## src/rtl/sram_like_arbiter.sv

```systemverilog
// N-channel arbiter merging SRAM-like request ports onto one downstream port.
// An in-order tag FIFO steers each data_ok back to the channel that issued it.
module sram_like_arbiter #(
    parameter int unsigned N_CH        = 2,
    parameter int unsigned OUTSTANDING = 4,
    parameter int unsigned PRIO_MODE   = 0
) (
    input  logic                               clk,
    input  logic                               resetn,
    input  logic [N_CH-1:0]                    m_req,
    input  logic [N_CH-1:0]                    m_wr,
    input  logic [2*N_CH-1:0]                  m_size,
    input  logic [32*N_CH-1:0]                 m_addr,
    input  logic [32*N_CH-1:0]                 m_wdata,
    output logic [N_CH-1:0]                    m_addr_ok,
    output logic [N_CH-1:0]                    m_data_ok,
    output logic [31:0]                        m_rdata,
    output logic                               s_req,
    output logic                               s_wr,
    output logic [1:0]                         s_size,
    output logic [31:0]                        s_addr,
    output logic [31:0]                        s_wdata,
    input  logic                               s_addr_ok,
    input  logic                               s_data_ok,
    input  logic [31:0]                        s_rdata,
    output logic [$clog2(OUTSTANDING+1)-1:0]   outstanding,
    output logic                               err_unexp
);

    localparam int unsigned GW = (N_CH > 1) ? $clog2(N_CH) : 1;
    localparam int unsigned PW = $clog2(OUTSTANDING);
    localparam int unsigned CW = $clog2(OUTSTANDING + 1);

    logic [GW-1:0] r_fifo [OUTSTANDING];
    logic [PW-1:0] r_wptr;
    logic [PW-1:0] r_rptr;
    logic [CW-1:0] r_count;
    logic [GW-1:0] r_rr_ptr;
    logic          r_lock;
    logic [GW-1:0] r_locked_ch;
    logic          r_err;

    logic [GW-1:0] w_grant;
    logic [GW-1:0] w_head;
    logic          w_found;
    logic          w_full;
    logic          w_empty;
    logic          w_push;
    logic          w_pop;

    assign w_full  = (r_count == CW'(OUTSTANDING));
    assign w_empty = (r_count == '0);
    assign w_head  = r_fifo[r_rptr];

    // Scan upward from rr_ptr, then wrap; rr_ptr stays 0 in fixed-priority mode.
    always_comb begin
        w_grant = '0;
        w_found = 1'b0;
        for (int i = N_CH - 1; i >= 0; i--) begin
            if (m_req[i] && (GW'(i) >= r_rr_ptr)) begin
                w_grant = GW'(i);
                w_found = 1'b1;
            end
        end
        if (!w_found) begin
            for (int i = N_CH - 1; i >= 0; i--) begin
                if (m_req[i]) w_grant = GW'(i);
            end
        end
        if (r_lock) w_grant = r_locked_ch;
    end

    assign s_req  = resetn & (|m_req) & ~w_full;
    assign w_push = s_req & s_addr_ok;
    assign w_pop  = resetn & s_data_ok & ~w_empty;

    always_comb begin
        s_wr      = 1'b0;
        s_size    = '0;
        s_addr    = '0;
        s_wdata   = '0;
        m_addr_ok = '0;
        m_data_ok = '0;
        for (int i = 0; i < N_CH; i++) begin
            if (s_req && (w_grant == GW'(i))) begin
                s_wr         = m_wr[i];
                s_size       = m_size[2*i +: 2];
                s_addr       = m_addr[32*i +: 32];
                s_wdata      = m_wdata[32*i +: 32];
                m_addr_ok[i] = s_addr_ok;
            end
            if (w_pop && (w_head == GW'(i))) m_data_ok[i] = 1'b1;
        end
    end

    assign m_rdata     = s_rdata;
    assign outstanding = r_count;
    assign err_unexp   = r_err;

    always_ff @(posedge clk or negedge resetn) begin
        if (!resetn) begin
            r_wptr      <= '0;
            r_rptr      <= '0;
            r_count     <= '0;
            r_rr_ptr    <= '0;
            r_lock      <= 1'b0;
            r_locked_ch <= '0;
            r_err       <= 1'b0;
        end else begin
            if (w_push) r_wptr <= r_wptr + PW'(1);
            if (w_pop) r_rptr <= r_rptr + PW'(1);
            r_count <= r_count + CW'(w_push) - CW'(w_pop);
            if (s_data_ok && w_empty) r_err <= 1'b1;
            // Hold the grant while downstream stalls so request fields stay stable.
            if (w_push) begin
                r_lock <= 1'b0;
            end else if (s_req) begin
                r_lock      <= 1'b1;
                r_locked_ch <= w_grant;
            end
            if ((PRIO_MODE == 1) && w_push) begin
                r_rr_ptr <= (w_grant == GW'(N_CH - 1)) ? '0 : w_grant + GW'(1);
            end
        end
    end

    always_ff @(posedge clk) begin
        if (w_push) r_fifo[r_wptr] <= w_grant;
    end

endmodule

```

## config.mk

```make
export PLATFORM = sky130hd
export DESIGN_NAME = sram_like_arbiter
export DESIGN_NICKNAME = d
export VERILOG_FILES = /design/src/rtl/sram_like_arbiter.sv
export SDC_FILE = /design/constraint.sdc
export NUM_CORES = 1
export LEC_CHECK = 0
export CAP_MARGIN = 0
export CELL_PAD_IN_SITES_DETAIL_PLACEMENT = 0
export CELL_PAD_IN_SITES_GLOBAL_PLACEMENT = 1
export CORE_ASPECT_RATIO = 1.2
export CORE_MARGIN = 2
export CORE_UTILIZATION = 17
export CTS_BUF_LIST = sky130_fd_sc_hd__clkbuf_16
export CTS_CLUSTER_DIAMETER = 40
export DETAILED_ROUTE_END_ITERATION = 16
export PLACE_DENSITY = 0.95
export SETUP_SLACK_MARGIN = 0.05
export SYNTH_ARGS = -nofsm -noshare
export SYNTH_HDL_FRONTEND = slang
export SYNTH_SLANG_ARGS = --single-unit
export TNS_END_PERCENT = 50
```

## constraint.sdc

```tcl
create_clock -name clk -period 4.2 [get_ports clk]
set_input_delay 1.05 -clock clk [delete_from_list [all_inputs] [get_ports clk]]
set_output_delay 1.05 -clock clk [all_outputs]
set_load 0.03 [all_outputs]
```

==> key figures, run 1 <==
Place
  – IO buf count: 215
  – Post-Place Worst Slack: 0.3666 ns
  – Area post-placement: 0.004193 mm²
  – Placer congestion estimate: 0.7612
  – DP HPWL: about 8.5 mm

Synth
  – Yosys warnings: 1
  – Post-synth EDFFs: 4
  – Cell count after synthesis: 329
  – Mapped Area: 0.002201 mm²
  – Synth unique cells: 37
  – Post-synth top area share: 0.1546
  – Register area share after synthesis: 0.1683
  – Mapped Nets: 508
  – Post-synth top cells: a21oi_1 (68), nand3_1 (67), o21ai_0 (62), buf_4 (34), buf_2 (16)
  – Area contributors post-synth: a21oi_1 (15%), nand3_1 (15%), o21ai_0 (14%)
  – Count leader, synth: a21oi_1
  – Async S/R FF share, synth: 0.7143
  – Yosys top cell by area: a21oi_1
  – Yosys reg bits: 14
  – Primary FF master, synth: dfrtp_1
  – Synthesized area per cell: 6.690 µm²

Finish
  – Final nets: 670
  – Layout cells sized above 1: 0.1939
  – Ant. Diodes: 0
  – Synth-to-layout area growth: 94.09%
  – Final core occ: 0.3372
  – Finished Cell Area: 0.004272 mm²

Power
  – Int Pwr: 0.0009313 W
  – Max IR drop VDD: 0.4442 mV
  – NetSw: 0.0009691 W
  – Switching share of power: 0.5099
  – Flop pwr share: 0.137
  – Leakage power total: ~1.8 nW
  – Clock power frac: 0.094
  – Power per cell area: 444.9 mW/mm²
  – Logic pwr share: 0.769

Worst setup path
  – Critical path peak fanout: 5
  – CP max stage cell: clkdlybuf4s50_1
  – Crit. End Element: primary output
  – CP most frequent cell: clkdlybuf4s50_1
  – Startpoint types: input port
  – CP startpoint: resetn
  – Critical path required time: approximately 3.2 ns
  – Critical Path Max Stage Delay: ~0.68 ns
  – Critical path type: in -> out
  – RR Startpoint: outstanding[1]
  – Crit path arrival time: 2.78 ns
  – Critical path, cell by cell: clkdlybuf4s50_1 -> o311a_1 -> nor2b_1 -> clkdlybuf4s50_1

CTS
  – CTS tree: yes
  – Total CTS buffers: 3
  – Hold_buf cts: 0
  – Sink Count: 14
  – Clock slew at reported path FFs: 0.04 ns
  – Postcts setup bufs: 0
  – Post-CTS Resized: 0
  – Clock Latency Late Sink: 0.24 ns
  – CTS H-tree lvls: 1
  – CTS root buf: clkbuf_16
  – Deepest clock path buffer count: 2

STA
  – Final clock skew: ~0.0047 ns
  – Setup TNS: 0 ns
  – Final setup viols: 0
  – Least-Margin Pin Slew: ~0.65 ns
  – Tcrit/Tclk final: 0.9129
  – Fmax: 0.2608 GHz
  – Headroom to the max-slew limit: 0.5675
  – Slack of the critical path: 0.3658 ns
  – RSZ-0062 raised after global routing: false
  – Slew Limit Fails: 0
  – Crit path time final: 3.834 ns
  – Hold Vio Cnt, Final: 0

Detailed routing
  – DRT iter0 DRCs: 208
  – Vias per cell: 4.690
  – Final ANT Viol Nets: 0
  – Drt wl/cell: 17.01 µm
  – DR pass1 iterations: 4
  – Drc violations: 0
  – DR vias: slightly above 3000
  – Total Routed Length: 11.13 mm

Global route
  – Vias in the first global route: a little over 3000
  – Total Routing Usage GR: 0.1467
  – Largest net degree at the start of global routing: 43
  – First-pass GRT wire length: 16.29 mm
  – Initial antenna violation count: 0
  – Grt ovf: 0

Die
  – Die width: 107.9 µm
  – Core footprint: 0.01267 mm²
  – Die height: between 100 and 150 µm
  – Top Ports: 280
  – Die area: 0.01388 mm²
  – Starting Density: 0.1737
  – Row count: 45

Status
  – Status: finished, final reports clean

Hold path
  – Hold_sp: err_unexp
  – Min-delay worst type: reg -> reg

Flow run
  – Max Cap Viol: 0
-- power by group through the flow --
| stage | clock [W] | combinational, W | sequential (W) |
|---|---|---|---|
| after global routing | 0.000187 | 0.00158 | 0.000267 |
| after CTS | 0.000179 | 0.00148 | 0.000261 |
| after detailed placement | 0 | 0.00147 | 0.000261 |
| after global placement | 0 | 0.00144 | 0.000255 |
| after floorplan | 0 | 0.000909 | 0.000283 |
| final | 0.000179 | 0.00146 | 0.000261 |
-- placed cells by master, fill, tap and decap left out, types with 2 or more instances in the layout --
| cell | netlist | routed |
|---|---|---|
| a21oi_1 | 68 | 68 |
| and3_1 | 4 | 4 |
| buf_12 | 0 | 13 |
| buf_4 | 34 | 67 |
| clkbuf_16 | 0 | 3 |
| clkdlybuf4s50_1 | 0 | 145 |
| dfrtp_1 | 10 | 10 |
| edfxtp_1 | 4 | 4 |
| ha_1 | 6 | 6 |
| inv_1 | 6 | 6 |
| nand2_1 | 3 | 2 |
| nand3_1 | 67 | 67 |
| nor2_1 | 2 | 2 |
| o21a_1 | 2 | 2 |
| o21ai_0 | 62 | 62 |
| o21ai_1 | 5 | 5 |
| xnor2_1 | 4 | 4 |
-- cell families (layout without fill, tap and decap cells) --
| group | Yosys count | count (layout) | share of synthesized area |
|---|---|---|---|
| multiplexers | 2 | 2 | 0.01535 |
| buffers and inverters | 75 | 236 | 0.2103 |
| adder cells (fa/ha/maj) | 7 | 7 | 0.04321 |
| XOR/XNOR | 5 | 5 | 0.01990 |
| flip-flops | 14 | 14 | 0.1683 |
| AO/OA/AOI/OAI | 141 | 141 | 0.3314 |
| AND/OR/NAND/NOR | 85 | 85 | 0.2115 |
-- flip-flops by register name, indices dropped and copies added, names as in the netlist --
register,flops
r_wptr,2
outstanding,3
err_unexp,1
r_lock,1
r_fifo,4
r_rptr,2
r_locked_ch,1
-- path summary, 6_finish.rpt --
kind / end / slack [ns] / cells past startpoint
max: m_data_ok[0] / 0.37 / 4
min: err_unexp / 0.47 / 1
max reg2reg: outstanding[2] / 1.99 / 7
min reg2reg: err_unexp / 0.47 / 1
max in group asynchronous: r_locked_ch / 2.83 / 2
min in group asynchronous: err_unexp / 1.01 / 1
-- per-stage QoR --
step                hold WS (ns)  power (W)  cells
global route              0.4922   0.002034    654
floorplan                 0.4528   0.001193    329
CTS                       0.4754   0.001916    654
finish                    0.4718   0.001900    654
global placement          0.4418   0.001691    650
detailed placement        0.4641   0.001730    650
-- layout make-up --
cell class / count / area [µm²]
Inverter: 7 / 26.28
Clock buffer: 3 / 75.07
Multi-Input combinational cell: 240 / 1376
Fill cell: 1291 / 8397
Tap cell: 164 / 205.2
Clock inverter: 1 / 3.754
Sequential cell: 14 / 370.4
Timing Repair Buffer: 225 / 2215
-- critical path: cells and delay by family --
family / cells / cell delay [ns]
buffers and inverters: 2 / 1.24
AOI/OAI and AO/OA: 1 / 0.32
and+or+nand+nor: 1 / 0.17
-- layer usage --
metal,track usage,wire length (µm)
met2,0.2579,5608
met5,0,0
met1,0.1725,4268
met3,0.04559,1061
met4,0.03771,188
No activity file was read; power rests on OpenSTA's default activity.
==> run 2: changes to the inputs <==
--- a/config.mk
+++ b/config.mk
@@ -16,6 +16,7 @@
 export DETAILED_ROUTE_END_ITERATION = 16
 export PLACE_DENSITY = 0.95
 export SETUP_SLACK_MARGIN = 0.05
+export SKIP_CTS_REPAIR_TIMING = 1
 export SYNTH_ARGS = -nofsm -noshare
 export SYNTH_HDL_FRONTEND = slang
 export SYNTH_SLANG_ARGS = --single-unit
==> results of run 2 <==
No change in the layout: final DEF, timing and power equal those of run 1.
==> run 3: changes to the inputs <==
--- a/config.mk
+++ b/config.mk
@@ -5,7 +5,7 @@
 export SDC_FILE = /design/constraint.sdc
 export NUM_CORES = 1
 export LEC_CHECK = 0
-export CAP_MARGIN = 0
+export CAP_MARGIN = 30
 export CELL_PAD_IN_SITES_DETAIL_PLACEMENT = 0
 export CELL_PAD_IN_SITES_GLOBAL_PLACEMENT = 1
 export CORE_ASPECT_RATIO = 1.2
@@ -14,6 +14,7 @@
 export CTS_BUF_LIST = sky130_fd_sc_hd__clkbuf_16
 export CTS_CLUSTER_DIAMETER = 40
 export DETAILED_ROUTE_END_ITERATION = 16
+export GPL_TIMING_DRIVEN = 0
 export PLACE_DENSITY = 0.95
 export SETUP_SLACK_MARGIN = 0.05
 export SKIP_CTS_REPAIR_TIMING = 1
==> run 3 against run 2 <==
  * Non-clock buffer count increased by 90
  * Die area did not move
  * Final area is 20% higher
  * First-iteration DRC count down 28%
  * Sequential cell count stayed put
  * Sequential share of layout area shrank 1.5 points
  * Fmax shrank 4.4%
  * Critical path type unchanged
==> key figures, run 3 (synthesized netlist as in run 1, its figures left out) <==
Die
  – Starting Density: 0.1737 (unchanged)
  – Core footprint: 0.01267 mm² (unchanged)
  – Row count: 45 (unchanged)
  – Die height: 128.6 µm (unchanged)
  – Die area: 0.01388 mm² (unchanged)
  – Top Ports: 280 (unchanged)
  – Die width: 107.9 µm (unchanged)

Place
  – DP HPWL: 10.05 mm (+19%)
  – Dpl cells: 740 (+14%)
  – IO buf count: 247 (+15%)
  – Placer congestion estimate: 0.7743 (+1.7%)

Finish
  – Most frequent cells in the layout: clkdlybuf4s50_1 (177), dlymetal6s2s_1 (70), a21oi_1 (68)
  – Largest reg by FF count: r_fifo
  – Layout Cells excl Fill: 744 (+14%)
  – Max FFs per register: 4 (unchanged)
  – Fill cells: 1298 (+0.54%)
  – Final core occ: 0.4059 (+0.06874)
  – Final nets: 760 (+13%)
  – Layout cells sized above 1: 0.1259 (-0.06802)
  – Most common cell after layout, fill and taps aside: clkdlybuf4s50_1
  – Synth-to-layout area growth: 133.7%
  – Ant. Diodes: 0 (unchanged)

Worst setup path
  – Critical Path Max Stage Delay: 0.47 ns (-0.21 ns)
  – Crit path max-delay family: buffers and inverters
  – CP Depth: 7 (+3)
  – Critical path required time: 3.15 ns (about the same)
  – CP max stage cell: clkdlybuf4s50_1
  – Critical path type: in -> out
  – R2R Setup Slk: 1.96 ns (-0.03 ns)
  – Crit. End Element: primary output
  – Startpoint types: input port
  – Critical path peak fanout: 10 (+5)
  – Crit path arrival time: 2.96 ns (+0.18 ns)
  – R2r worst-path depth: 7 (unchanged)
  – Buf+Inv Stages, Crit Path: 4 (+2)
  – Critical path, cell by cell: clkdlybuf4s50_1 -> nor3b_4 -> buf_4 -> buf_2 -> o21ai_0 -> a21oi_1 -> dlymetal6s2s_1

Flow run
  – Max Cap Viol: 0 (unchanged)

Detailed routing
  – Routed wl met3: 1.309 mm (+23%)
  – Final ANT Viol Nets: 0 (unchanged)
  – DR vias: 3446 (+12%)
  – Wl on met1: 4.525 mm (+6.0%)
  – Drc violations: 0 (unchanged)
  – Highest routing layer actually used: met4
  – Met2 WL: 6.659 mm (+19%)
  – Vias per cell: 4.632 (-1.2%)
  – DRT iter0 DRCs: 149 (-28%)
  – DR pass1 iterations: 4 (unchanged)
  – Drt wl/cell: 16.99 µm (-0.16%)
  – Total Routed Length: 12.64 mm (+14%)

Global route
  – Initial antenna violation count: 0 (unchanged)
  – Vias in the first global route: 3368 (+8.3%)
  – Largest net degree at the start of global routing: 13 (-70%)
  – Total Routing Usage GR: 0.1578 (+0.01118)
  – Grt ovf: 0 (unchanged)
  – First-pass GRT wire length: 17.39 mm (+6.8%)

Status
  – Status: finished, final reports clean

STA
  – Fmax: 0.2495 GHz (-4.4%)
  – Hold Vio Cnt, Final: 0 (unchanged)
  – Setup TNS: 0 ns (unchanged)
  – Least-Margin Pin Slew: 0.5522 ns (-0.09648 ns)
  – Crit path time final: 4.009 ns (+0.1745 ns)
  – RSZ-0062 raised after global routing: false
  – Final clock skew: 0.001727 ns (-0.002962 ns)
  – Headroom to the max-slew limit: 0.6313 (+0.06372)
  – Tcrit/Tclk final: 0.9545 (+0.04155)
  – Slew Limit Fails: 0 (unchanged)
  – Final setup viols: 0 (unchanged)

Power
  – Clock power frac: 0.090 (-0.004)
  – Max IR drop VDD: 0.4248 mV (-4.4%)
  – Flop pwr share: 0.129 (-0.008)
  – Switching share of power: 0.5123 (+0.002349)
  – NetSw: 0.001033 W (+6.6%)
  – Int Pwr: 0.0009835 W (+5.6%)
  – Power per cell area: 392.1 mW/mm² (-12%)
  – Leakage power total: 3.057 nW (+74%)
  – Logic pwr share: 0.780 (+0.011)

CTS
  – Clock slew at reported path FFs: 0.05 ns (about the same)
  – Sink Count: 14 (unchanged)
  – CTS root buf: clkbuf_16
  – Total CTS buffers: 3 (unchanged)
  – Clock Latency Late Sink: 0.24 ns (about the same)
  – CTS tree: yes
  – CTS H-tree lvls: 1 (unchanged)
  – Deepest clock path buffer count: 2 (unchanged)

Hold path
  – Worst hold stages: 1 (unchanged)
  – Min-delay worst type: reg -> reg
[run 3: per-stage QoR]
stage	worst slack [ns]	total power (W)	area, µm²	hold slack [ns]
2_1_floorplan	0.9355	0.001193	2201	0.4528
3_3_place_gp	-0.4158	0.001815	4878	0.4406
3_5_place_dp	-0.4369	0.001849	4878	0.4638
4_1_cts	-0.4463	0.002044	4957	0.4775
5_1_grt	0.04145	0.002152	5142	0.4968
6_report	0.1913	0.002017	5142	0.4681
[run 3: cell type report]
class / count / area [µm²] / area share
Timing Repair Buffer: 247 / 2648 / 0.5148
Multi-Input combinational cell: 240 / 1374 / 0.2672
Clock inverter: 1 / 3.754 / 0.0007299
Clock buffer: 3 / 75.07 / 0.01460
Tap cell: 164 / 205.2 / 0.03990
Buffer: 68 / 440.4 / 0.08564
Sequential cell: 14 / 370.4 / 0.07202
Inverter: 7 / 26.28 / 0.005109
[run 3: power groups by stage]
stage / Clock, W / Sequential (W) / Combinational (W)
finish: 0.000182 / 0.000261 / 0.00157
global route: 0.000192 / 0.000270 / 0.00169
CTS: 0.000183 / 0.000259 / 0.00160
detailed placement: 0 / 0.000259 / 0.00159
global placement: 0 / 0.000250 / 0.00156
floorplan: 0 / 0.000283 / 0.000909
[run 3: worst paths after layout]
path                                     start        endpoint
worst max-delay path                  m_req[0]      s_addr[11]
worst min-delay path                 err_unexp       err_unexp
worst max register to register  outstanding[1]  outstanding[2]
worst min register to register       err_unexp       err_unexp
max in group asynchronous               resetn          r_lock
min in group asynchronous               resetn       r_wptr[1]
[run 3: layer usage]
metal | vias up | global-route usage
li1 | 1650 | -
met1 | 1609 | 0.1706
met2 | 177 | 0.3008
met3 | 10 | 0.05319
met4 | 0 | 0.02413
met5 | - | 0
